$ cat src/rtl/reaction_timer_ctrl.sv
// Reaction-time trial controller: random pre-stimulus delay, then measures the
// user's response in milliseconds, flagging false starts and timeouts.
module reaction_timer_ctrl #(
  parameter int          CLKS_PER_MS  = 100000,
  parameter int          MIN_DELAY_MS = 2000,
  parameter logic [15:0] LFSR_SEED    = 16'hACE1
) (
  input  logic       clk,
  input  logic       rst,
  input  logic       start,
  input  logic       stop,
  input  logic       clear,
  output logic       stim_led,
  output logic [9:0] ms_count,
  output logic [2:0] state,
  output logic       result_valid,
  output logic       early,
  output logic       timeout,
  output logic       fin_pulse
);

  typedef enum logic [2:0] {
    S_IDLE    = 3'd0,
    S_WAIT    = 3'd1,
    S_ARMED   = 3'd2,
    S_DONE    = 3'd3,
    S_EARLY   = 3'd4,
    S_TIMEOUT = 3'd5
  } state_t;

  localparam int          PW        = $clog2(CLKS_PER_MS);
  localparam logic [PW-1:0] PRESC_TC = PW'(CLKS_PER_MS - 1);
  localparam logic [15:0] MIN_DELAY = 16'(MIN_DELAY_MS);
  localparam logic [9:0]  MS_MAX    = 10'd999;

  state_t        state_r;
  state_t        state_next_s;
  logic [PW-1:0] presc_r;
  logic          ms_tick_s;
  logic [15:0]   lfsr_r;
  logic [15:0]   delay_ms_r;
  logic [15:0]   delay_cnt_r;
  logic [9:0]    ms_count_r;
  logic [9:0]    ms_next_s;
  logic          load_delay_s;
  logic          stim_led_r;
  logic          result_valid_r;
  logic          early_r;
  logic          timeout_r;
  logic          fin_pulse_r;

  // Taps 16,14,13,11 in right-shift form; a zero result reloads the seed.
  function automatic logic [15:0] lfsr_next(input logic [15:0] v);
    logic        fb;
    logic [15:0] nxt;
    fb  = v[0] ^ v[2] ^ v[3] ^ v[5];
    nxt = {fb, v[15:1]};
    if (nxt == 16'd0) begin
      nxt = LFSR_SEED;
    end else begin
      nxt = nxt;
    end
    return nxt;
  endfunction

  assign ms_tick_s = (presc_r == PRESC_TC);

  // Next-state and next ms_count; clear outranks every other input.
  always_comb begin
    state_next_s = state_r;
    ms_next_s    = ms_count_r;
    load_delay_s = 1'b0;
    if (clear) begin
      state_next_s = S_IDLE;
      ms_next_s    = 10'd0;
    end else begin
      case (state_r)
        S_IDLE: begin
          ms_next_s = 10'd0;
          if (start) begin
            state_next_s = S_WAIT;
            load_delay_s = 1'b1;
          end else begin
            state_next_s = S_IDLE;
          end
        end
        S_WAIT: begin
          ms_next_s = 10'd0;
          if (stop) begin
            state_next_s = S_EARLY;
          end else if (delay_cnt_r == delay_ms_r) begin
            state_next_s = S_ARMED;
          end else begin
            state_next_s = S_WAIT;
          end
        end
        S_ARMED: begin
          if (stop) begin
            state_next_s = S_DONE;
          end else if (ms_tick_s) begin
            if (ms_count_r == MS_MAX) begin
              state_next_s = S_TIMEOUT;
            end else begin
              ms_next_s = ms_count_r + 10'd1;
            end
          end else begin
            state_next_s = S_ARMED;
          end
        end
        S_DONE, S_EARLY, S_TIMEOUT: begin
          if (start) begin
            state_next_s = S_WAIT;
            load_delay_s = 1'b1;
            ms_next_s    = 10'd0;
          end else begin
            state_next_s = state_r;
          end
        end
        default: begin
          state_next_s = S_IDLE;
          ms_next_s    = 10'd0;
        end
      endcase
    end
  end

  // State, result count and LFSR registers.
  always_ff @(posedge clk or negedge rst) begin
    if (!rst) begin
      state_r    <= S_IDLE;
      ms_count_r <= 10'd0;
      lfsr_r     <= LFSR_SEED;
    end else begin
      state_r    <= state_next_s;
      ms_count_r <= ms_next_s;
      lfsr_r     <= lfsr_next(lfsr_r);
    end
  end

  // Millisecond prescaler, restarted on every state change so each phase
  // begins on a whole-millisecond boundary.
  always_ff @(posedge clk or negedge rst) begin
    if (!rst) begin
      presc_r <= '0;
    end else if ((state_next_s != state_r) || ms_tick_s) begin
      presc_r <= '0;
    end else begin
      presc_r <= presc_r + PW'(1);
    end
  end

  // Pre-stimulus delay target and elapsed-ms counter.
  always_ff @(posedge clk or negedge rst) begin
    if (!rst) begin
      delay_ms_r  <= 16'd0;
      delay_cnt_r <= 16'd0;
    end else if (load_delay_s) begin
      delay_ms_r  <= MIN_DELAY + {5'd0, lfsr_r[10:0]};
      delay_cnt_r <= 16'd0;
    end else if ((state_r == S_WAIT) && ms_tick_s) begin
      delay_cnt_r <= delay_cnt_r + 16'd1;
    end
  end

  // Status flags decoded from the upcoming state so they align with it.
  always_ff @(posedge clk or negedge rst) begin
    if (!rst) begin
      stim_led_r     <= 1'b0;
      result_valid_r <= 1'b0;
      early_r        <= 1'b0;
      timeout_r      <= 1'b0;
      fin_pulse_r    <= 1'b0;
    end else begin
      stim_led_r     <= (state_next_s == S_ARMED);
      result_valid_r <= (state_next_s == S_DONE);
      early_r        <= (state_next_s == S_EARLY);
      timeout_r      <= (state_next_s == S_TIMEOUT);
      fin_pulse_r    <= (state_next_s != state_r) &&
                        ((state_next_s == S_DONE) || (state_next_s == S_EARLY) ||
                         (state_next_s == S_TIMEOUT));
    end
  end

  assign state        = state_r;
  assign ms_count     = ms_count_r;
  assign stim_led     = stim_led_r;
  assign result_valid = result_valid_r;
  assign early        = early_r;
  assign timeout      = timeout_r;
  assign fin_pulse    = fin_pulse_r;

endmodule

$ cat config.mk
export PLATFORM = sky130hd
export DESIGN_NAME = reaction_timer_ctrl
export DESIGN_NICKNAME = d
export VERILOG_FILES = /design/src/rtl/reaction_timer_ctrl.sv
export SDC_FILE = /design/constraint.sdc
export NUM_CORES = 1
export LEC_CHECK = 0
export BUFFER_PORTS_ARGS = -buffer_cell sky130_fd_sc_hd__buf_2
export CAP_MARGIN = 25
export CORE_ASPECT_RATIO = 1.5
export CORE_MARGIN = 2
export CORE_UTILIZATION = 45
export CTS_CLUSTER_SIZE = 30
export DETAILED_ROUTE_END_ITERATION = 10
export SYNTH_ARGS = -nofsm -noshare
export SYNTH_HDL_FRONTEND = slang
export SYNTH_SLANG_ARGS = --single-unit
$ cat constraint.sdc
create_clock -name clk -period 3.4 [get_ports clk]
set_clock_uncertainty 0.2 [all_clocks]
set_input_delay 0.51 -clock clk [delete_from_list [all_inputs] [get_ports clk]]
set_output_delay 0.51 -clock clk [all_outputs]
set_load 0.05 [all_outputs]
==> impl_metrics.prom <==
# TYPE chip_impl_metric gauge
chip_impl_info{name="status",value="finished, final reports clean"} 1
chip_impl_metric{name="max_stage_delay",unit="ns"} 0.58
chip_impl_metric{name="mappedNetlistNets",unit=""} 425
chip_impl_metric{name="path_clk_slew",unit="ns"} 0.06
chip_impl_metric{name="fin_ws",unit="ns"} 0.746
chip_impl_metric{name="synth_largest_type_area_fraction",unit="%"} 44.5
chip_impl_metric{name="placement.io_buffers",unit=""} 22
chip_impl_info{name="setup_repair_after_global_routing_missed_its_margin",value="no"} 1
chip_impl_metric{name="grt_pass1_vias",unit=""} 2963
chip_impl_metric{name="finalWorstPathRequiredPeriod",unit="ns"} 2.65
chip_impl_metric{name="total_grt_overflow",unit=""} 0
chip_impl_metric{name="dr.first_iter.drc_count",unit=""} 139
chip_impl_metric{name="tightest_slew",unit="ns"} 0.761
chip_impl_metric{name="worst-path-max-fanout",unit=""} 17
chip_impl_metric{name="initial_cell_density_of_the_core",unit="%"} 45.8
chip_impl_metric{name="critical_path_required",unit="ns"} 3.39
chip_impl_metric{name="synthToLayoutAreaGrowth",unit="%"} 12.3
chip_impl_metric{name="finish.utilization",unit="%"} 51.4
chip_impl_metric{name="gp_congestion",unit=""} 0.823
chip_impl_info{name="path_cells",value="ha_1 > nand2_1 > or4_4 > o21bai_1 > a31oi_1 > o21ai_2 > nor2_1"} 1
chip_impl_metric{name="core_area",unit="sq um"} 8720
chip_impl_info{name="hold_path.class",value="flip-flop to flip-flop"} 1
chip_impl_info{name="whs_endpoint",value="lfsr_r[14]"} 1
chip_impl_metric{name="min_path_cells",unit=""} 0
chip_impl_metric{name="avgRoutedWirePerCell",unit="um"} 14.8
chip_impl_metric{name="setup_tns",unit="ns"} 0
chip_impl_metric{name="remaining_drc_errors",unit=""} 0
chip_impl_metric{name="synthesized_cell_area",unit="sq um"} 3990
chip_impl_info{name="worstSetupEndpointType",value="flip-flop"} 1
chip_impl_metric{name="routed-via-count",unit=""} 3019
chip_impl_metric{name="postSynthRegisterBits",unit=""} 79
chip_impl_metric{name="die_height",unit="um"} 119
chip_impl_metric{name="power_density",unit="nW/um^2"} 480
chip_impl_metric{name="hold_violations",unit=""} 0
chip_impl_info{name="slowest_stage",value="or4_4"} 1
chip_impl_info{name="crit_path_start_kind",value="flip-flop"} 1
chip_impl_metric{name="viasPerCell",unit=""} 5.55
chip_impl_metric{name="clk-insertion-delay-late",unit="ns"} 0.34
chip_impl_metric{name="cts.hold.buffers_added",unit=""} 0
chip_impl_metric{name="worst-r2r-cell-count",unit=""} 7
chip_impl_metric{name="core.rowCount",unit=""} 42
chip_impl_metric{name="die_x",unit="um"} 80.9
chip_impl_metric{name="antenna_violating_nets_left",unit=""} 0
chip_impl_metric{name="dp_hpwl",unit="um"} 5520
chip_impl_metric{name="leakagePower",unit="nW"} 1.85
chip_impl_metric{name="crit_path_dat",unit="ns"} 2.65
chip_impl_metric{name="yosysWarningCount",unit=""} 0
chip_impl_metric{name="sequential_element_share_of_the_synthesized_area",unit="%"} 49.7
chip_impl_metric{name="ioPinCount",unit=""} 23
chip_impl_metric{name="placed_cells",unit=""} 526
chip_impl_metric{name="mean_area_per_synthesized_cell",unit="sq um"} 9.60
chip_impl_info{name="cts.root.buffer_cell",value="clkbuf_16"} 1
chip_impl_metric{name="die_area",unit="sq um"} 9660
chip_impl_metric{name="post_cts_resize_count",unit=""} 0
chip_impl_metric{name="worst-r2r-setup-slack",unit="ns"} 0.75
chip_impl_info{name="cts_tree",value="done"} 1
chip_impl_metric{name="dp_worst_setup_slack",unit="ns"} 0.763
chip_impl_metric{name="fmax",unit="GHz"} 0.377
chip_impl_metric{name="finalNonFillerCells",unit=""} 544
chip_impl_metric{name="grt_pass1_wl",unit="um"} 13800
chip_impl_info{name="crit_type",value="flip-flop to flip-flop"} 1
chip_impl_metric{name="max_slew_margin",unit="%"} 49.2
chip_impl_info{name="yosysTopAreaCell",value="dfrtp_1"} 1
chip_impl_metric{name="setup_violations",unit=""} 0
chip_impl_metric{name="yosys.cell_types.count",unit=""} 54
chip_impl_metric{name="h-tree-depth",unit=""} 3
chip_impl_metric{name="report.final.slew_viol_count",unit=""} 0
chip_impl_info{name="worstReg2RegStart",value="ms_count[0]"} 1
chip_impl_info{name="worst_r2r_endpoint",value="presc_r[11]"} 1
chip_impl_metric{name="maxCapViolations",unit=""} 0
chip_impl_info{name="timing.hold.worst.start",value="lfsr_r[15]"} 1
chip_impl_metric{name="grt_max_degree",unit=""} 80
chip_impl_metric{name="synthesis.instances",unit=""} 416
chip_impl_metric{name="cts_buffers",unit=""} 9
chip_impl_info{name="critical_path.top_delay_family",value="compound AO/OA/AOI/OAI gates"} 1
chip_impl_metric{name="hold_ws",unit="ns"} 0.203
chip_impl_metric{name="clk_path_buf_depth",unit=""} 2
chip_impl_metric{name="design.final.nets",unit=""} 438
chip_impl_metric{name="diodes",unit=""} 0
chip_impl_metric{name="period_share",unit="%"} 78.1
chip_impl_metric{name="post_route_cells_drive_above_1_share",unit="%"} 17.3
chip_impl_metric{name="irDropWorstVdd",unit="mV"} 0.385
chip_impl_metric{name="gr-usage-all-layers",unit="%"} 18.7
chip_impl_metric{name="post-cts-setup-buffer-count",unit=""} 0
chip_impl_metric{name="cts_sinks",unit=""} 79
chip_impl_metric{name="grt_antenna_before_repair",unit=""} 0
chip_impl_metric{name="drt-total-wl",unit="um"} 8040
chip_impl_metric{name="worstPathBufferInverterCount",unit=""} 0
chip_impl_metric{name="drt_first_pass_iters",unit=""} 4
chip_impl_info{name="top_cells_by_area_synth",value="dfrtp_1, xnor2_1, dfstp_2, nand2_1, nor2_1"} 1
==> power by group <==
group / total [mW] / leakage, nW / switching [mW] / internal (mW)
clock network: 0.981 / 0.152 / 0.402 / 0.578
registers: 1.01 / 1.02 / 0.0327 / 0.976
logic: 0.164 / 0.678 / 0.105 / 0.0591
==> cell usage after synthesis (all sizes together) <==
cell	number
nand4bb	1
inv	10
nand2	49
a21boi	1
and4b	1
o211ai	1
or2	10
a211o	1
o21ai	20
and3	2
nor2b	2
or4	1
and4bb	2
dfstp	8
and2	3
nor2	39
nor4b	1
xor2	14
nor3	21
xnor2	32
ha	4
a31oi	3
nor4	8
nand3b	2
dfrtp	71
o21bai	1
or3	15
or3b	1
clkbuf	15
a21oi	21
o32ai	1
nand4b	2
o41ai	1
mux2	1
nand2b	4
a211oi	1
o22ai	1
buf	8
mux2i	1
and4	4
o31ai	1
nand4	11
nand3	20
==> layout by cell type, fill, tap and decap left out, types with 3 or more instances in the layout <==
cell,n
clkinv_4,3
a31oi_1,3
clkbuf_16,9
nand3_1,20
inv_1,10
nand2_1,49
nor4_1,7
xnor2_1,32
buf_2,21
ha_1,4
dfrtp_1,71
o21ai_0,19
nand2b_1,4
dfstp_2,8
nor3_1,21
xor2_1,14
a21oi_1,20
nand4_1,8
or2_2,10
nor2_1,38
or3_1,14
and2_1,3
==> how the worst max path moves through the flow <==
stage	slack, ns	end	cells past startpoint	start
after floorplan	0.78	presc_r[15]	8	ms_count[0]
after global placement	0.80	presc_r[3]	6	delay_cnt_r[12]
after detailed placement	0.76	presc_r[11]	6	delay_cnt_r[12]
after CTS	0.76	presc_r[11]	7	ms_count[0]
after global routing	0.56	presc_r[1]	6	delay_cnt_r[12]
final	0.75	presc_r[11]	7	ms_count[0]
==> cell type report <==
cell class	count	area [sq um]
Multi-Input combinational cell	304	1860
Sequential cell	79	1990
Timing Repair Buffer	25	158
Clock inverter	7	81.3
Tap cell	110	138
Fill cell	826	4240
Clock buffer	9	225
Inverter	10	37.5
==> state kept, by name, summed over array words and instances (netlist names), 3 cells and up <==
name and count:
lfsr_r 16, presc_r 17, ms_count 10, delay_ms_r 12
delay_cnt_r 16, state 3
==> cell families after synthesis <==
kind of cell	share of synthesized area (%)
and+or+nand+nor	27.2
DFF	49.7
AOI/OAI and AO/OA	7.55
xor gates and xnor gates	10.1
buffers and inverters	3.67
adders and majority gates	1.25
muxes	0.533
==> worst register-to-register path: stages, from the launching register on <==
cell and delay, ns:
dfrtp_1 0.42, ha_1 0.19, nand2_1 0.10, or4_4 0.58, o21bai_1 0.20, a31oi_1 0.12, o21ai_2 0.57, nor2_1 0.13
==> layer usage <==
metal,vias to the layer above,share of wire (%),track usage [%]
met2,64,52,31.2
met3,20,3.3,4.32
met4,0,3.0,9.85
li1,1462,-,-
met1,1473,41,21.7
met5,-,0,0
==> through the flow <==
stage | cell area [sq um] | power [mW]
after global placement | 4140 | 1.19
after global routing | 4490 | 2.25
after detailed placement | 4140 | 1.19
after CTS | 4450 | 2.18
final | 4490 | 2.15
after floorplan | 3990 | 1.14
Note: power is estimated with default switching activity, not from simulation.
